**src/rtl/snn_pkg.sv**
```systemverilog
// Shared types and default sizing for the SNN core event path.
package snn_pkg;

    localparam int ADDR_W_DEF    = 4;
    localparam int ISSUE_GAP_DEF = 18;

    typedef enum logic [1:0] {
        IDLE  = 2'd0,
        ISSUE = 2'd1,
        GAP   = 2'd2
    } arb_state_t;

endpackage

```
**src/rtl/evt_fifo.sv**
```systemverilog
// Pending-event FIFO for the spike arbiter. With EVT_COALESCE_EN defined it also
// exposes every slot address plus a per-slot valid flag for duplicate detection.
module evt_fifo #(
    parameter int WIDTH = 4,
    parameter int DEPTH = 8,
    parameter int CNT_W = $clog2(DEPTH) + 1
) (
    input  logic             clk_i,
    input  logic             rst_ni,
    input  logic             push_i,
    input  logic [WIDTH-1:0] push_data_i,
    input  logic             pop_i,
    output logic [WIDTH-1:0] head_o,
    output logic             full_o,
    output logic             empty_o,
    output logic [CNT_W-1:0] count_o
`ifdef EVT_COALESCE_EN
    ,
    output logic [DEPTH*WIDTH-1:0] entry_addr_o,
    output logic [DEPTH-1:0]       entry_valid_o
`endif
);

    localparam int PTR_W = $clog2(DEPTH);

    logic [WIDTH-1:0] mem_q [DEPTH];
    logic [PTR_W-1:0] wr_ptr_q, rd_ptr_q;
    logic [CNT_W-1:0] count_q;
    logic             do_push, do_pop;

    assign full_o  = (count_q == CNT_W'(DEPTH));
    assign empty_o = (count_q == '0);
    assign count_o = count_q;
    assign head_o  = mem_q[rd_ptr_q];
    assign do_push = push_i && !full_o;
    assign do_pop  = pop_i && !empty_o;

    always_ff @(posedge clk_i) begin
        if (do_push) begin
            mem_q[wr_ptr_q] <= push_data_i;
        end
    end

    always_ff @(posedge clk_i or negedge rst_ni) begin
        if (!rst_ni) begin
            wr_ptr_q <= '0;
            rd_ptr_q <= '0;
            count_q  <= '0;
        end else begin
            if (do_push) wr_ptr_q <= wr_ptr_q + 1'b1;
            if (do_pop)  rd_ptr_q <= rd_ptr_q + 1'b1;
            case ({do_push, do_pop})
                2'b10:   count_q <= count_q + 1'b1;
                2'b01:   count_q <= count_q - 1'b1;
                default: count_q <= count_q;
            endcase
        end
    end

`ifdef EVT_COALESCE_EN
    // A slot is live when its distance past the read pointer is below the occupancy.
    for (genvar gi = 0; gi < DEPTH; gi++) begin : g_entry
        logic [PTR_W-1:0] offset;
        assign offset = PTR_W'(gi) - rd_ptr_q;
        assign entry_valid_o[gi] = (CNT_W'(offset) < count_q);
        assign entry_addr_o[gi*WIDTH +: WIDTH] = mem_q[gi];
    end
`endif

endmodule

```
**src/rtl/spike_event_arbiter.sv**
```systemverilog
// Round-robin spike event arbiter with a paced issue FSM toward the weight controller.
// Optional duplicate-event coalescing is enabled by defining EVT_COALESCE_EN.
module spike_event_arbiter
    import snn_pkg::*;
#(
    parameter int NUM_SRC    = 16,
    parameter int ADDR_W     = ADDR_W_DEF,
    parameter int FIFO_DEPTH = 8,
    parameter int ISSUE_GAP  = ISSUE_GAP_DEF
) (
    input  logic                          clock,
    input  logic                          reset_n,
    input  logic [NUM_SRC-1:0]            src_req,
    output logic [NUM_SRC-1:0]            src_ack,
    input  logic                          hold,
    output logic [ADDR_W-1:0]             event_addr,
    output logic                          event_received,
    output logic [$clog2(FIFO_DEPTH):0]   fifo_count,
    output logic [7:0]                    coalesce_cnt
);

    localparam int GAP_W = $clog2(ISSUE_GAP) + 1;

    arb_state_t        state_q, state_d;
    logic [GAP_W-1:0]  gap_cnt_q, gap_cnt_d;
    logic [ADDR_W-1:0] event_addr_q;
    logic [ADDR_W-1:0] rr_ptr_q;
    logic [ADDR_W-1:0] grant_idx, cand;
    logic              grant_found, grant_valid;
    logic              fifo_push, fifo_pop, fifo_full, fifo_empty;
    logic [ADDR_W-1:0] fifo_head;

    // First requester at or after rr_ptr; the address width wraps the search.
    always_comb begin
        grant_found = 1'b0;
        grant_idx   = '0;
        cand        = '0;
        for (int i = 0; i < NUM_SRC; i++) begin
            cand = rr_ptr_q + ADDR_W'(i);
            if (!grant_found && src_req[cand]) begin
                grant_found = 1'b1;
                grant_idx   = cand;
            end
        end
    end

    assign grant_valid = grant_found && !fifo_full && reset_n;
    assign src_ack     = grant_valid ? (NUM_SRC'(1) << grant_idx) : '0;

    always_ff @(posedge clock or negedge reset_n) begin
        if (!reset_n) begin
            rr_ptr_q <= '0;
        end else if (grant_valid) begin
            rr_ptr_q <= grant_idx + 1'b1;
        end
    end

`ifdef EVT_COALESCE_EN
    logic [FIFO_DEPTH*ADDR_W-1:0] entry_addr;
    logic [FIFO_DEPTH-1:0]        entry_valid;
    logic                         addr_match;
    logic [7:0]                   coalesce_q;

    always_comb begin
        addr_match = 1'b0;
        for (int k = 0; k < FIFO_DEPTH; k++) begin
            if (entry_valid[k] && entry_addr[k*ADDR_W +: ADDR_W] == grant_idx) begin
                addr_match = 1'b1;
            end
        end
    end

    assign fifo_push = grant_valid && !addr_match;

    always_ff @(posedge clock or negedge reset_n) begin
        if (!reset_n) begin
            coalesce_q <= '0;
        end else if (grant_valid && addr_match && coalesce_q != 8'hFF) begin
            coalesce_q <= coalesce_q + 1'b1;
        end
    end

    assign coalesce_cnt = coalesce_q;
`else
    assign fifo_push    = grant_valid;
    assign coalesce_cnt = 8'h00;
`endif

    evt_fifo #(
        .WIDTH (ADDR_W),
        .DEPTH (FIFO_DEPTH)
    ) u_fifo (
        .clk_i        (clock),
        .rst_ni       (reset_n),
        .push_i       (fifo_push),
        .push_data_i  (grant_idx),
        .pop_i        (fifo_pop),
        .head_o       (fifo_head),
        .full_o       (fifo_full),
        .empty_o      (fifo_empty),
        .count_o      (fifo_count)
`ifdef EVT_COALESCE_EN
        ,
        .entry_addr_o (entry_addr),
        .entry_valid_o(entry_valid)
`endif
    );

    always_ff @(posedge clock or negedge reset_n) begin
        if (!reset_n) begin
            state_q      <= IDLE;
            gap_cnt_q    <= '0;
            event_addr_q <= '0;
        end else begin
            state_q   <= state_d;
            gap_cnt_q <= gap_cnt_d;
            if (fifo_pop) begin
                event_addr_q <= fifo_head;
            end
        end
    end

    // GAP lasts ISSUE_GAP-2 cycles so that, with one IDLE pop cycle, pulses land ISSUE_GAP apart.
    always_comb begin
        state_d   = state_q;
        gap_cnt_d = gap_cnt_q;
        case (state_q)
            IDLE: begin
                if (!fifo_empty && !hold) state_d = ISSUE;
            end
            ISSUE: begin
                gap_cnt_d = GAP_W'(ISSUE_GAP - 2);
                state_d   = (ISSUE_GAP > 2) ? GAP : IDLE;
            end
            GAP: begin
                gap_cnt_d = gap_cnt_q - 1'b1;
                if (gap_cnt_q <= GAP_W'(1)) state_d = IDLE;
            end
            default: state_d = IDLE;
        endcase
    end

    always_comb begin
        fifo_pop       = (state_q == IDLE) && !fifo_empty && !hold;
        event_received = (state_q == ISSUE);
        event_addr     = event_addr_q;
    end

endmodule
```
**config.mk**
```make
export PLATFORM = sky130hd
export DESIGN_NAME = spike_event_arbiter
export DESIGN_NICKNAME = d
export VERILOG_FILES = /design/src/rtl/snn_pkg.sv /design/src/rtl/evt_fifo.sv /design/src/rtl/spike_event_arbiter.sv
export SDC_FILE = /design/constraint.sdc
export NUM_CORES = 1
export LEC_CHECK = 0
export CAP_MARGIN = 20
export CORE_ASPECT_RATIO = 0.8
export CORE_MARGIN = 2
export CORE_UTILIZATION = 45
export DETAILED_ROUTE_END_ITERATION = 8
export DONT_BUFFER_PORTS = 1
export GPL_TIMING_DRIVEN = 1
export PLACE_DENSITY = 0.69
export SYNTH_ARGS = -nofsm -noshare
export SYNTH_HDL_FRONTEND = slang
export SYNTH_SLANG_ARGS = --single-unit
export TNS_END_PERCENT = 10
```
**constraint.sdc**
```tcl
create_clock -name clock -period 8.1 [get_ports clock]
set_input_delay 1.62 -clock clock [delete_from_list [all_inputs] [get_ports clock]]
set_output_delay 1.62 -clock clock [all_outputs]
set_load 0.01 [all_outputs]
```
---- Word level (Yosys, flattened, before mapping) ----
Memories as Yosys holds them, arrays and structs flattened. A register that Yosys moved wholly into a read port is not among the register bits.
Cells that the tools add are included.
cells by class
  $add $sub $neg .......................... 21
  order comparisons ....................... 17
  eq/ne operators ......................... 7
  shift-type cells ........................ 1
  multiplexer cells ....................... 72
  reduce and logical (&&, ||, !) cells .... 46
operator list
  cell                                                                               count
  4-bit by 5-bit < comparator with 1-bit output (second input constant)              16
  1-bit binary-select mux with 4-bit select                                          16
  4-bit 2-to-1 mux                                                                   16
  1-bit 2-to-1 mux                                                                   34
  4-bit adder (second input constant)                                                8
  1-bit logical AND                                                                  22
  1-bit zero test                                                                    19
  4-bit by 3-bit adder with 4-bit output (second input constant)                     4
  16-bit 2-to-1 mux                                                                  1
  1-bit by 4-bit << shifter with 16-bit output (first input constant)                1
  4-bit by 1-bit adder with 4-bit output (second input constant)                     3
  6-bit case mux with 2 select lines                                                 1
  4-bit by 2-bit adder with 4-bit output (second input constant)                     2
  4-bit case mux with 2 select lines                                                 1
  3-bit by 1-bit adder with 3-bit output (second input constant)                     2
  6-bit by 1-bit less-or-equal comparator with 1-bit output (second input constant)  1
  2-bit case mux with 3 select lines                                                 1
  6-bit by 1-bit subtractor with 6-bit output (second input constant)                1
  2-bit by 1-bit == test with 1-bit output (second input constant)                   2
  2-bit == test (second input constant)                                              2
  4-bit == test (second input constant)                                              1
  4-bit zero test                                                                    1
  2-bit 2-to-1 mux                                                                   2
  2-bit inequality test (second input constant)                                      2
  other kinds (4)                                                                    5
storage, ports and cells
  flip-flop bits (word level) ............. 22
  RAM bits ................................ 32
  input port bits ......................... 19
  output and inout bits ................... 33
  logic and storage cells ................. 171
  memories kept ........................... 1
memories
  name          depth  bits a word  read ports  clocked after memory_dff  wr ports  RTL line        text
  u_fifo.mem_q  8      4            1           1                         1         evt_fifo.sv:26  logic [WIDTH-1:0] mem_q [DEPTH];

---- Longest topological paths before layout ----
  word-level depth ........................ 53
  mapped depth ............................ 22
  mapped depth without buffers ............ 17

---- Hierarchy ----
From an unflattened synthesis, not the netlist that was laid out.
second synthesis, totals
  cell total of the unflattened synthesis .. 527
  area, all modules ....................... 5283.8 um^2
by module, submodules not included
  module               instances  cells each  area an instance (um^2)  seq. area each (um^2)
  spike_event_arbiter  1          414         3425.8                   400.4
  evt_fifo             1          113         1858.0                   1211.2

---- Worst setup path before layout ----
Ideal clock, no wire load.
  kind .................................... input to output
  start ................................... in src_req[10]
  end ..................................... out src_ack[1]
  data arrival time ....................... 4.783 ns
  required time ........................... 6.480 ns
  setup slack ............................. 1.697 ns
  cell stages on the path ................. 13
  path buffers ............................ 0
  cell sequence ........................... mux4_2 -> mux2_2 -> and2_4 -> a2111o_1 -> or2_4 -> or3_4 -> o221ai_4 -> a22o_4 -> a22oi_2 -> inv_1 -> ha_1 -> inv_1 -> nor3_1
between the ends
  elaborated cells between the ends (all ways) .. 98
  classes of those cells .................. shift: 1; mux: 65; reduce/logical: 32
RTL lines
  element                                           RTL line                   text
  from (decl)                                       spike_event_arbiter.sv:13  input logic [NUM_SRC-1:0] src_req,
  1-bit binary-select mux with 4-bit select         spike_event_arbiter.sv:40  if (!grant_found && src_req[cand]) begin
  1-bit 2-to-1 mux (implied by the code)            spike_event_arbiter.sv:40
  1-bit 2-to-1 mux                                  spike_event_arbiter.sv:40
  1-bit zero test                                   spike_event_arbiter.sv:40
  1-bit logical AND                                 spike_event_arbiter.sv:40
  1-bit 2-to-1 mux                                  spike_event_arbiter.sv:40
  1-bit zero test                                   spike_event_arbiter.sv:40
  1-bit logical AND                                 spike_event_arbiter.sv:40
  (+35 left out)                                    n/a
  1-bit logical AND                                 spike_event_arbiter.sv:40
  1-bit 2-to-1 mux                                  spike_event_arbiter.sv:40
  1-bit zero test                                   spike_event_arbiter.sv:40
  1-bit logical AND                                 spike_event_arbiter.sv:40
  4-bit 2-to-1 mux (*)                              spike_event_arbiter.sv:40
  net grant_idx[0]                                  spike_event_arbiter.sv:28  logic [ADDR_W-1:0] grant_idx, cand;
  1-bit by 4-bit << shifter with 16-bit output (*)  spike_event_arbiter.sv:48  assign src_ack = grant_valid ? (NUM_SRC'(1) << grant_idx) : '0;
  16-bit 2-to-1 mux (*)                             spike_event_arbiter.sv:48
  to (decl)                                         spike_event_arbiter.sv:14  output logic [NUM_SRC-1:0] src_ack,
Mark *: on every way through the listed nets, which the timed path passes. The rest lies on a longest branch. The select of a mux whose other input is x is not followed.

---- Worst setup path in the final report ----
  start ................................... reg rr_ptr_q[0]
  end ..................................... out src_ack[11]
between the ends
  elaborated cells between the ends (all ways) .. 113
  classes of those cells .................. add/sub: 15; shift: 1; mux: 65; reduce/logical: 32
RTL lines
  element                                                                          RTL line                   text
  from (decl)                                                                      spike_event_arbiter.sv:27  logic [ADDR_W-1:0] rr_ptr_q;
  from (signal assigned)                                                           spike_event_arbiter.sv:54  rr_ptr_q <= grant_idx + 1'b1;
  branches (longest 47 deep; another with 4-bit by 1-bit adder with 4-bit output)  n/a
  4-bit 2-to-1 mux (*)                                                             spike_event_arbiter.sv:40
  net grant_idx[0]                                                                 spike_event_arbiter.sv:28
  1-bit by 4-bit << shifter with 16-bit output (*)                                 spike_event_arbiter.sv:48
  16-bit 2-to-1 mux (*)                                                            spike_event_arbiter.sv:48
Mark *: on every way through the listed nets, which the timed path passes. The select of a mux whose other input is x is not followed.

==> metrics <==
Die Area=12700 sq um; Worst-Skew Late Latency=0.33 ns; CTS tree=yes; initial antenna violation count=0; Hold Startpoint=u_fifo.wr_ptr_q[0]$_DFFE_PN0P_; Max Clock Freq=142 MHz; setup slack, reg-to-reg=2.72 ns; Setup CP Type=reg2out; most common cell after layout, fill and taps aside=mux2i_1; Synth Area in Simple Gates=13.4%; postcts setup bufs=0; die height=101 um; Clock Path Buffers=2; Starting Density=46.3%; Unique masters post-synth=74; Synth Area per Inst=10.5 sq um; CTS buffer count=9; R2R depth=18; Die W=126 um; drt drc=0; # IOs=52; sink of the worst hold path=u_fifo.wr_ptr_q[0]$_DFFE_PN0P_; Crit-path slowest cell=xor2_1; Resized Gates After CTS=0; share of flip-flops with an asynchronous set or reset=44.8%; # diodes=0; Synth top area share=18.0%; first-pass GRT wire length=22.4 mm; area leader, netlist=edfxtp_1; Final ANT Viol Nets=0; sequential-to-total area share from yosys stat=30.2%; total number of vias=4173; hpwl dp=10.6 mm; Required @ worst endpoint=6.48 ns; synth top area cells=edfxtp_1 (18%), mux4_2 (15%), dfrtp_1 (12%); final wirelength=14.0 mm; post-synthesis mux area share=28.3%; Port-buffer cells=0; Hold WC Path Type=reg2reg; fin crit share=86.7%; Worst Hold Depth=1; total gr overflow=0; xor/xnor cell area share of the yosys netlist=3.64%; routed vias/inst=6.39; Worst path top cell family by delay=adder cells; clock-pin slew on the worst setup and hold paths=0.05 ns; clock skew after layout=0.00514 ns; Final Net Count=543; TritonRoute pass-1 iters=5; crit-path max cell delay=0.66 ns; core region area=11500 sq um; Post-synth EDFFs=32; largest family of logic cells by synthesized area=multiplexers; Critical Path AT=5.40 ns; fin crit period=7.02 ns; CP Buf/Inv Count=2; Main synth FF type=edfxtp_1; RSZ-0062 raised after global routing=no; Final Hold Viols=0; crit-path max FO=36; H-tree depth=3; Slew HR=29.3%; hold buffers post-CTS=0; DRT iter0 DRCs=442; reg-to-reg critical path endpoint=u_fifo.count_o[3]$_DFFE_PN0P_; final setup fails=0; cell count after synthesis=510; Synth Area in Compound Gates=12.7%; wire length per cell=21.5 um; Startpoint Class=flop; RR Startpoint=rr_ptr_q[0]$_DFFE_PN0P_; FP Rows=35; synthesis-to-layout area growth=7.57%; Synth Area in Adders=5.77%; Routability Congestion=0.985; vias in the first global route=4041; Worst Setup End Kind=output port; total track usage=22.7%; cell area after synthesis=5340 sq um; layout cells sized above 1=17.2%; measured slew at the worst slew-check pin=1.06 ns; synth warn=0; most used cell along the critical path=ha_1; TNS Setup=0 ns; Cell Chain, Critical Path=buf_4 -> ha_1 -> xor2_1 -> mux4_2 -> mux2_2 -> nand4_1 -> nor2_1 -> a211oi_1 -> nand2_1 -> a22o_4 -> a22oi_2 -> inv_1 -> ha_1 -> ha_1 -> and3_1; pin count of the biggest net entering global routing=37; Root Driver=clkbuf_16; commonest non-fill, non-tap cells in the layout=mux2i_1 (45), nor2_1 (39), mux4_2 (36); number of clock sinks=58; status=complete, no violations; Synth Register Bits=58; max cap viols=0; pins over their slew limit=0
==> worst max path at each step <==
stage | startpoint | endpoint | depth (start not counted)
6_report | rr_ptr_q[0]$_DFFE_PN0P_ | src_ack[11] | 15
5_1_grt | rr_ptr_q[0]$_DFFE_PN0P_ | src_ack[11] | 15
4_1_cts | rr_ptr_q[0]$_DFFE_PN0P_ | src_ack[15] | 15
3_5_place_dp | src_req[8] | src_ack[5] | 13
3_3_place_gp | src_req[10] | src_ack[5] | 13
2_1_floorplan | src_req[10] | src_ack[1] | 13
==> Yosys cell counts, drive strengths merged, types with 2 or more instances <==
master and count:
a32oi 2, a21oi 24, or3 5, o31ai 3
a21o 4, nand4 3, o22ai 5, a21boi 3
nor3 18, xnor2 11, clkbuf 15, ha 23
inv 26, nor2 39, edfxtp 32, mux2i 46
o221ai 2, o32ai 3, mux4 36, xor2 9
a31oi 4, dfrtp 26, and2 3, mux2 21
and3 6, nor4 3, a22oi 4, nand2 35
o21ai 19, buf 21, nor2b 3, or2 3
o211ai 2, nor3b 4, a211oi 8, nand3b 3
nand3 10, a2111oi 2, nand2b 5
==> per-stage QoR <==
step	hold WS (ns)	utilization (%)	area, sq um	worst slack (ns)	std cells
finish	0.513	49.8	5740	1.08	653
CTS	0.513	49.8	5740	1.14	653
floorplan	0.480	-	5360	1.70	517
detailed placement	0.506	46.9	5400	1.30	637
global route	0.574	49.8	5740	0.717	653
global placement	0.506	46.9	5400	1.35	637
==> logic make-up (layout without fill, tap and decap cells) <==
| logic type | Yosys count | count (layout) |
|---|---|---|
| simple gates | 144 | 144 |
| fa+ha+maj | 24 | 24 |
| other cells | 1 | 8 |
| buf+inv | 63 | 51 |
| mux | 103 | 103 |
| flops | 58 | 58 |
| compound gates | 97 | 97 |
| xor+xnor | 20 | 20 |
==> worst register-to-register path: cells and delay by family, from the launching register on <==
kind / cells / cell delay, ns
AO/OA/AOI/OAI: 3 / 0.69
XOR/XNOR: 3 / 0.93
adder cells (fa/ha/maj): 3 / 1.00
buffers and inverters: 3 / 0.74
flip-flops: 1 / 0.34
multiplexers: 2 / 0.70
AND/OR/NAND/NOR: 4 / 0.86
==> registers in the layout, summed over array words and instances (netlist names) <==
register	flops
rr_ptr_q	4
state_q	2
u_fifo.wr_ptr_q	3
gap_cnt_q	6
u_fifo.mem_q	32
u_fifo.rd_ptr_q	3
event_addr	4
u_fifo.count_o	4
==> layout make-up <==
type                    instances  area (sq um)
fillers                      1008          5780
multi-input cells             396          3440
flip-flops and latches         58          1610
clock buffers                   9           225
well taps                     148           185
clock inverters                 7           118
inverters                      27           101
repair buffers                  8          60.1
==> layer usage <==
metal  global-route usage, %  part of all wire (%)  up-vias
met2                    32.8                    43      201
met3                    7.13                   9.4       20
met5                       0                     0        -
met4                    5.83                   1.7        0
met1                    33.3                    46     2032
li1                        -                     -     1920
Power is left out: the tool's default activity adds up to more than one toggle a clock period on the data nets, which glitch-free logic cannot reach.
